$ cat src/rtl/alu_control_md_if.sv
// Bundle of decode inputs, multiply/divide operands and the HI/LO result outputs
// shared between the control unit (master) and alu_control_md (slave).
interface alu_control_md_if #(
    parameter int WIDTH = 32,
    parameter int OPW   = 4
);
    logic             valid_in;
    logic [2:0]       ALUOp;
    logic [5:0]       funct;
    logic [WIDTH-1:0] rs_val;
    logic [WIDTH-1:0] rt_val;
    logic [OPW-1:0]   operation;
    logic             Jr;
    logic             illegal;
    logic             stall;
    logic             md_busy;
    logic             md_done;
    logic [WIDTH-1:0] hi;
    logic [WIDTH-1:0] lo;

    modport master (
        output valid_in, ALUOp, funct, rs_val, rt_val,
        input  operation, Jr, illegal, stall, md_busy, md_done, hi, lo
    );

    modport slave (
        input  valid_in, ALUOp, funct, rs_val, rt_val,
        output operation, Jr, illegal, stall, md_busy, md_done, hi, lo
    );
endinterface

$ cat src/rtl/alu_control_md.sv
// ALU control decoder with an iterative multiply/divide unit (shift-add multiply,
// restoring divide, one bit per cycle) writing the HI/LO registers.
module alu_control_md #(
    parameter int WIDTH = 32,
    parameter int OPW   = 4
) (
    input logic              clk,
    input logic              rst_n,
    alu_control_md_if.slave  bus
);
    localparam int CW = $clog2(WIDTH) + 1;

    typedef enum logic [1:0] {IDLE, MUL, DIV, FIN} state_t;
    state_t state, state_nx;

    logic [CW-1:0]        cnt;
    logic [WIDTH-1:0]     opnd;
    logic [2*WIDTH-1:0]   acc;
    logic                 is_div, dz, neg_q, neg_r;
    logic [WIDTH-1:0]     hi_r, lo_r;
    logic                 md_busy_r, md_done_r;

    logic [3:0]           op4;
    logic                 jr, ill, md_op, hl_op;

    function automatic logic [WIDTH-1:0] mag(input logic signed [WIDTH-1:0] v, input logic s);
        mag = (s && v < 0) ? -v : v;
    endfunction

    function automatic logic [WIDTH-1:0] cneg(input logic [WIDTH-1:0] v, input logic n);
        cneg = n ? -v : v;
    endfunction

    function automatic logic [2*WIDTH-1:0] cneg2(input logic [2*WIDTH-1:0] v, input logic n);
        cneg2 = n ? -v : v;
    endfunction

    always_comb begin
        op4   = 4'b0010;
        jr    = 1'b0;
        ill   = 1'b0;
        md_op = 1'b0;
        hl_op = 1'b0;
        case (bus.ALUOp)
            3'b000: op4 = 4'b0010;
            3'b001: op4 = 4'b0110;
            3'b100: op4 = 4'b0000;
            3'b101: op4 = 4'b0001;
            3'b010: begin
                case (bus.funct)
                    6'b100000: op4 = 4'b0010;
                    6'b100010: op4 = 4'b0110;
                    6'b100100: op4 = 4'b0000;
                    6'b100101: op4 = 4'b0001;
                    6'b101010: op4 = 4'b0111;
                    6'b000000: op4 = 4'b0101;
                    6'b100111: op4 = 4'b1011;
                    6'b001000: begin op4 = 4'b0010; jr = 1'b1; end
                    6'b010000: begin op4 = 4'b1100; hl_op = 1'b1; end
                    6'b010010: begin op4 = 4'b1101; hl_op = 1'b1; end
                    6'b011000, 6'b011001,
                    6'b011010, 6'b011011: begin op4 = 4'b0010; md_op = 1'b1; end
                    default: begin op4 = 4'b1111; ill = 1'b1; end
                endcase
            end
            default: ill = 1'b1;
        endcase
    end

    // funct[1] separates div/divu from mult/multu; funct[0] marks the unsigned forms
    logic             sgn, dz_in, accept;
    logic [WIDTH-1:0] rs_mag, rt_mag;
    assign sgn    = ~bus.funct[0];
    assign dz_in  = bus.funct[1] && (bus.rt_val == '0);
    assign rs_mag = mag(bus.rs_val, sgn);
    assign rt_mag = mag(bus.rt_val, sgn);
    assign accept = bus.valid_in && (state == IDLE) && md_op;

    // md_done covers the HI/LO read hazard in the cycle the results land
    assign bus.operation = OPW'(op4);
    assign bus.Jr        = jr;
    assign bus.illegal   = ill;
    assign bus.stall     = rst_n && bus.valid_in &&
                           ((md_busy_r && (md_op || hl_op)) || (md_done_r && hl_op));
    assign bus.md_busy   = md_busy_r;
    assign bus.md_done   = md_done_r;
    assign bus.hi        = hi_r;
    assign bus.lo        = lo_r;

    always_comb begin
        state_nx = state;
        case (state)
            IDLE: if (accept) state_nx = dz_in ? FIN : (bus.funct[1] ? DIV : MUL);
            MUL, DIV: if (cnt == CW'(WIDTH - 1)) state_nx = FIN;
            FIN: state_nx = IDLE;
            default: state_nx = IDLE;
        endcase
    end

    always_ff @(posedge clk or negedge rst_n) begin
        if (!rst_n) begin
            state     <= IDLE;
            md_busy_r <= 1'b0;
            md_done_r <= 1'b0;
        end else begin
            state     <= state_nx;
            md_busy_r <= (state_nx != IDLE);
            md_done_r <= (state == FIN);
        end
    end

    // acc holds the running product, or {partial remainder, quotient/dividend bits}
    logic [WIDTH:0]       mul_sum, div_sh, div_df;
    logic [2*WIDTH-1:0]   mul_nx, div_nx;
    assign mul_sum = {1'b0, acc[2*WIDTH-1:WIDTH]} + {1'b0, (acc[0] ? opnd : '0)};
    assign mul_nx  = {mul_sum, acc[WIDTH-1:1]};
    assign div_sh  = {acc[2*WIDTH-1:WIDTH], acc[WIDTH-1]};
    assign div_df  = div_sh - {1'b0, opnd};
    assign div_nx  = div_df[WIDTH] ? {div_sh[WIDTH-1:0], acc[WIDTH-2:0], 1'b0}
                                   : {div_df[WIDTH-1:0], acc[WIDTH-2:0], 1'b1};

    always_ff @(posedge clk or negedge rst_n) begin
        if (!rst_n) begin
            cnt    <= '0;
            opnd   <= '0;
            acc    <= '0;
            is_div <= 1'b0;
            dz     <= 1'b0;
            neg_q  <= 1'b0;
            neg_r  <= 1'b0;
            hi_r   <= '0;
            lo_r   <= '0;
        end else begin
            case (state)
                IDLE: if (accept) begin
                    cnt    <= '0;
                    is_div <= bus.funct[1];
                    dz     <= dz_in;
                    neg_q  <= sgn && (bus.rs_val[WIDTH-1] ^ bus.rt_val[WIDTH-1]);
                    neg_r  <= sgn && bus.rs_val[WIDTH-1];
                    if (bus.funct[1]) begin
                        opnd <= rt_mag;
                        acc  <= {{WIDTH{1'b0}}, (dz_in ? bus.rs_val : rs_mag)};
                    end else begin
                        opnd <= rs_mag;
                        acc  <= {{WIDTH{1'b0}}, rt_mag};
                    end
                end
                MUL: begin
                    acc <= mul_nx;
                    cnt <= cnt + 1'b1;
                end
                DIV: begin
                    acc <= div_nx;
                    cnt <= cnt + 1'b1;
                end
                FIN: begin
                    if (dz) begin
                        hi_r <= acc[WIDTH-1:0];
                        lo_r <= '1;
                    end else if (is_div) begin
                        hi_r <= cneg(acc[2*WIDTH-1:WIDTH], neg_r);
                        lo_r <= cneg(acc[WIDTH-1:0], neg_q);
                    end else begin
                        {hi_r, lo_r} <= cneg2(acc, neg_q);
                    end
                end
                default: ;
            endcase
        end
    end
endmodule

$ cat src/flat_wrapper.sv
// flat-port wrapper written by rule: the top's interface ports become plain ports
module alu_control_md_flat 
#(
    parameter int WIDTH = 32,
    parameter int OPW   = 4
)
  (clk, rst_n, bus_valid_in, bus_ALUOp, bus_funct, bus_rs_val, bus_rt_val, bus_operation, bus_Jr, bus_illegal, bus_stall, bus_md_busy, bus_md_done, bus_hi, bus_lo);
  alu_control_md_if #(.WIDTH(WIDTH), .OPW(OPW)) bus_i ();
  input logic clk;
  input logic rst_n;
  input wire logic [$bits(bus_i.valid_in)-1:0] bus_valid_in;
  input wire logic [$bits(bus_i.ALUOp)-1:0] bus_ALUOp;
  input wire logic [$bits(bus_i.funct)-1:0] bus_funct;
  input wire logic [$bits(bus_i.rs_val)-1:0] bus_rs_val;
  input wire logic [$bits(bus_i.rt_val)-1:0] bus_rt_val;
  output wire logic [$bits(bus_i.operation)-1:0] bus_operation;
  output wire logic [$bits(bus_i.Jr)-1:0] bus_Jr;
  output wire logic [$bits(bus_i.illegal)-1:0] bus_illegal;
  output wire logic [$bits(bus_i.stall)-1:0] bus_stall;
  output wire logic [$bits(bus_i.md_busy)-1:0] bus_md_busy;
  output wire logic [$bits(bus_i.md_done)-1:0] bus_md_done;
  output wire logic [$bits(bus_i.hi)-1:0] bus_hi;
  output wire logic [$bits(bus_i.lo)-1:0] bus_lo;
  assign bus_i.valid_in = bus_valid_in;
  assign bus_i.ALUOp = bus_ALUOp;
  assign bus_i.funct = bus_funct;
  assign bus_i.rs_val = bus_rs_val;
  assign bus_i.rt_val = bus_rt_val;
  assign bus_operation = bus_i.operation;
  assign bus_Jr = bus_i.Jr;
  assign bus_illegal = bus_i.illegal;
  assign bus_stall = bus_i.stall;
  assign bus_md_busy = bus_i.md_busy;
  assign bus_md_done = bus_i.md_done;
  assign bus_hi = bus_i.hi;
  assign bus_lo = bus_i.lo;
  alu_control_md #(.WIDTH(WIDTH), .OPW(OPW)) u_core (.clk(clk), .rst_n(rst_n), .bus(bus_i));
endmodule
$ cat config.mk
export PLATFORM = sky130hd
export DESIGN_NAME = alu_control_md_flat
export DESIGN_NICKNAME = d
export VERILOG_FILES = /design/src/rtl/alu_control_md_if.sv /design/src/rtl/alu_control_md.sv /design/src/flat_wrapper.sv
export SDC_FILE = /design/constraint.sdc
export NUM_CORES = 1
export LEC_CHECK = 0
export ABC_AREA = 1
export BUFFER_PORTS_ARGS = -buffer_cell sky130_fd_sc_hd__buf_4
export CORE_MARGIN = 2
export CORE_UTILIZATION = 40
export DETAILED_ROUTE_END_ITERATION = 8
export GPL_TIMING_DRIVEN = 0
export PLACE_DENSITY = 0.54
export SYNTH_ARGS = -nofsm -noshare
export SYNTH_HDL_FRONTEND = slang
export SYNTH_SLANG_ARGS = --single-unit
$ cat constraint.sdc
create_clock -name clk -period 3.8 [get_ports clk]
set_clock_uncertainty 0.2 [all_clocks]
set_input_delay 0.76 -clock clk [delete_from_list [all_inputs] [get_ports clk]]
set_output_delay 0.76 -clock clk [all_outputs]
set_load 0.03 [all_outputs]
**Word level (Yosys, flattened, before mapping)**

Index checks and enable logic that the tools add are counted.

- Register bits: 174
- Output and inout port bits: 73

- Add/subtract/negate cells: 8
- Order comparisons: 2
- Equality and inequality tests: 22
- Multiplexer cells: 33
- Bitwise operators: 2
- Reductions and logical operators: 29

Operators with widths:

| operator | count |
|---|---|
| two-way mux 32 bit | 12 |
| two-way mux 64 bit | 3 |
| case mux 64 bit (3 select lines) | 1 |
| negation 32 bit | 4 |
| < comparator 32 x 1 -> 1 bit (second input constant) | 2 |
| negation 64 bit | 1 |
| equality test 6 x 5 -> 1 bit (second input constant) | 7 |
| equality test 6 bit (second input constant) | 6 |
| case mux 4 bit (9 select lines) | 1 |
| adder 32 x 32 -> 33 bit | 1 |
| subtractor 33 x 32 -> 33 bit | 1 |
| logical NOT 32 bit | 1 |
| case mux 4 bit (4 select lines) | 1 |
| OR reduction 14 bit | 1 |
| case mux 6 bit (2 select lines) | 1 |
| logical AND 1 bit | 11 |
| two-way mux 2 bit | 4 |
| OR reduction 4 bit | 2 |
| two-way mux 1 bit | 7 |
| adder 6 x 1 -> 6 bit (second input constant) | 1 |
| equality test 3 bit (second input constant) | 2 |
| equality test 6 x 4 -> 1 bit (second input constant) | 1 |
| logical NOT 6 bit | 1 |
| two-way mux 6 bit | 1 |
| 17 further kinds | 23 |

**Longest topological paths before layout**

- Depth after elaboration: 8
- Gate-level depth with buffers: 21

**Least setup slack after synthesis**

Ideal clock, no wire load.

- Path kind: input to output
- From: input bus_funct[1]
- To: output bus_operation[0]
- Arrival: 2.072 ns
- Required time: 2.840 ns
- Slack: 0.768 ns
- Stages on the path: 8
- Buffers on the path: 2
- Path through: clkbuf_1 clkinv_1 clkbuf_1 nor4_1 a21oi_1 nand4_1 nand2_1 nand2_1

- Word-level cells in the longest chain between the ends: 4
- Elaborated cells on any way between the ends: 17
- Classes of those cells: 13 x eq/ne; 2 x mux; 2 x reduce/logical

RTL lines:

| what | RTL line | text |
|---|---|---|
| start: declaration | flat_wrapper.sv:13 | `input wire logic [$bits(bus_i.funct)-1:0] bus_funct;` |
| equality test 6 bit, or another cell as far along | alu_control_md.sv:50 | `case (bus.funct)` |
| OR reduction 6 bit (no source line) | -- |  |
| case mux 4 bit (9 select lines) * | alu_control_md.sv:50 |  |
| case mux 4 bit (4 select lines) * | alu_control_md.sv:44 | `case (bus.ALUOp)` |
| end: declaration | flat_wrapper.sv:16 | `output wire logic [$bits(bus_i.operation)-1:0] bus_operation;` |

Every way passes the cells marked *; elsewhere a longest branch is shown, timed or not.

**Worst setup path in the final report**

Ends and elaborated chain as after synthesis.

==> results.md <==
* Outcome: finished, final reports clean
* Cells taking the most area after synthesis: dfrtp_1 24%, nand2_1 23%, inv_1 8.3%
* Max-Cap Viols at 0
* Maximum single-stage delay on the critical path at between 300 and 400 ps
* Post-route cell area at between 0.02 and 0.025 mm2
* Top achievable clock speed at between 200 and 300 MHz
* Power density over cell area at around 340 mW/mm2
* Fill cell instance count of the final layout at 5097
* Vertical die dimension at 219 um
* Area Growth Syn to Fin at 13.3%
* Count of final max-slew check failures at 0
* Number of global-route vias before repair at between 20000 and 25000
* Root buffer selected by CTS: clkbuf_16
* Clock transition time at the flip-flop clock pins of the worst setup and hold paths at 70 ps
* Detail-routed net length per standard cell at 21.9 um
* Core area at about 0.045 mm2
* EDFF count, synth at 0
* Number of buffers and inverters on the critical path at 4
* Number of warnings issued by yosys at 0
* Kind of end point of the critical path: primary output
* Final worst setup slack at 297 ps
* Die outline area at just under 0.05 mm2
* Largest net degree at the start of global routing at 91
* Global-route wire length before repair at about 130000 um
* Residual overflow from global routing at 0
* Final Hold Violating Endpoints at 0
* Setup tns final at 0 ps
* Via-per-instance ratio at 5.59
* Most common cell in the synthesized netlist: nand2_1
* Slew @ Worst Pin at around 1400 ps
* Starting density of the core at 40.7%
* Required time reported for the critical path endpoint at roughly 2800 ps
* Core Rows at 78
* Predominant post-synthesis flop cell: dfrtp_1
* Classification of the worst setup path: input pin to primary output
* Nets at between 3000 and 4000
* Diode count at 0
* Fin crit share at between 90% and 100%
* Mapped Avg Cell Area at about 5.8 um2
* Clock latency on the worst-skew pair at roughly 470 ps
* Slowest cell on the critical path: clkbuf_1
* Tightest hold margin at around 59 ps
* I/O pins at around 150
* Power after layout at between 7 and 8 mW
* CTS Buffer Depth at 2
* Placed cell areas at 0.0204 mm2
* Number of input and output port buffers inserted at around 150
* Placed wire-length estimate after detailed placement at between 70000 and 80000 um
* Highest net fanout along the worst path at 10
* Most numerous cell types in the synthesized netlist: 1153 x nand2_1, 408 x inv_1, 310 x nor2_1
* Seq/Total Area, Yosys at approximately a quarter
* Unrepaired setup endpoints after global routing: false
* Synth Register Bits at between 150 and 200
* Maximum vdd drop at roughly 0.00035 V
* Routed via count at 22100
* Area fraction of the dominant cell type after synthesis at a little under a quarter
* Biggest area consumer among synthesized cells: dfrtp_1
* Initial antenna violation count at 1
* Syn Nets at about 3300
* Post-Place Cells at roughly 3900
* Count of mapped cells out of synthesis at approximately 3200
* Launching element type of the critical path: input pin
* TritonCTS clock tree: yes
* Count of final setup violators at 0
* Series of cell instances along the critical path: clkbuf_1 -> clkinv_1 -> clkbuf_1 -> nor4_1 -> a21oi_1 -> nand4_1 -> nand2_1 -> nand2_1 -> buf_4
* Detailed Route Iter0 Violations at around 2400
* Post-synthesis cell area at about 0.019 mm2
* Non-filler cells in the finished layout at 3956
* Share of flip-flops with an asynchronous set or reset at 100%
* # Post-CTS Setup Buffers at 0
* Worst slack, placed at -130 ps
* Leak at 11.6 nW
* Width of the die at 219 um
* Worst slew margin relative to its limit at 7.81%
* H-tree level count at 4
* Final core occ at 46.1%
* Number of remaining DRC errors at 0
* Family with the most delay on the worst path: buffers and inverters
* Number of iterations in the first detailed-routing pass at 8
* Aggregate global-route resource usage at roughly 36%
* Number of clock sinks at ~170
* Arrival time of data at the critical path endpoint at 2540 ps
* Num CTS Buffers at 17
* Post-route minimum period at roughly 3500 ps
* Remaining number of nets flagged by the antenna check after routing at 0
* WL final at 86400 um
* GPL Wtd Cong at between 1 and 1.5
* Layout cell share with drive strength beyond 1 at under 10%
* Yosys cell types at between 50 and 60
* Worst min-delay path category: input pin to asynchronous set/reset pin
## power by group
part           switching, mW  internal, mW  leakage (nW)
logic                   2.09         0.871          9.15
clock network          0.907         0.885         0.275
registers              0.368          2.09          2.15
## worst paths after layout
check / from / to / slack (ps) / cells past startpoint
min: rst_n / u_core.bus.hi[9]$_DFFE_PN0P_ / 60 / 1
max: bus_funct[1] / bus_operation[0] / 300 / 9
max in group asynchronous: rst_n / u_core.acc[5]$_DFFE_PN0P_ / 2410 / 2
min in group clk: u_core.bus.hi[15]$_DFFE_PN0P_ / u_core.bus.hi[15]$_DFFE_PN0P_ / 280 / 2
min reg2reg: u_core.bus.hi[15]$_DFFE_PN0P_ / u_core.bus.hi[15]$_DFFE_PN0P_ / 280 / 2
max reg2reg: u_core.acc[31]$_DFFE_PN0P_ / u_core.acc[63]$_DFFE_PN0P_ / 350 / 19
## state kept, by name, summed over array words and instances (netlist names), 2 cells and up
signal         cells
u_core.acc        64
u_core.bus.hi     32
u_core.bus.lo     32
u_core.opnd       32
u_core.cnt         6
u_core.state       2
## final cells by class
cell class | count | area, um2 | area share, %
multi-input cells | 2476 | 12100 | 57.5
flip-flops and latches | 174 | 4360 | 20.8
inverters | 427 | 1600 | 7.65
repair buffers | 148 | 1140 | 5.43
clock buffers | 19 | 443 | 2.11
plain buffers | 99 | 492 | 2.35
well taps | 600 | 751 | 3.58
clock inverters | 13 | 130 | 0.621
## routing by layer
metal | vias up | track usage [%] | part of all wire, %
li1 | 10600 | - | -
met1 | 10300 | 49.5 | 44
met2 | 1042 | 54.2 | 42
met3 | 177 | 5.78 | 8.4
met4 | 2 | 18.4 | 5.4
met5 | - | 0 | 0.015
## cell families (layout without fill, tap and decap cells)
family	after synthesis	count (layout)	share of synthesized area, %
xor+xnor	61	61	2.89
compound gates	457	457	14.4
flops	174	174	23.5
fa+ha+maj	75	75	5.15
buf+inv	527	706	11.3
simple gates	1883	1883	42.7
## layout by cell type, fill, tap and decap left out, types with 26 or more instances in the layout
cell type,count
a21oi_1,167
buf_4,156
clkbuf_1,57
dfrtp_1,173
ha_1,73
inv_1,407
nand2_1,1153
nand3_1,262
nand3b_1,26
nand4_1,58
nor2_1,310
nor3_1,27
o211ai_1,36
o21ai_0,126
xor2_1,50
## timing repair
item | 4_1_cts | 5_1_grt
endpoints found under the setup margin | 7 | 16
resized for setup | 1 | 2
hold buffers | 0 | 0
Note: power is estimated with default switching activity, not from simulation.
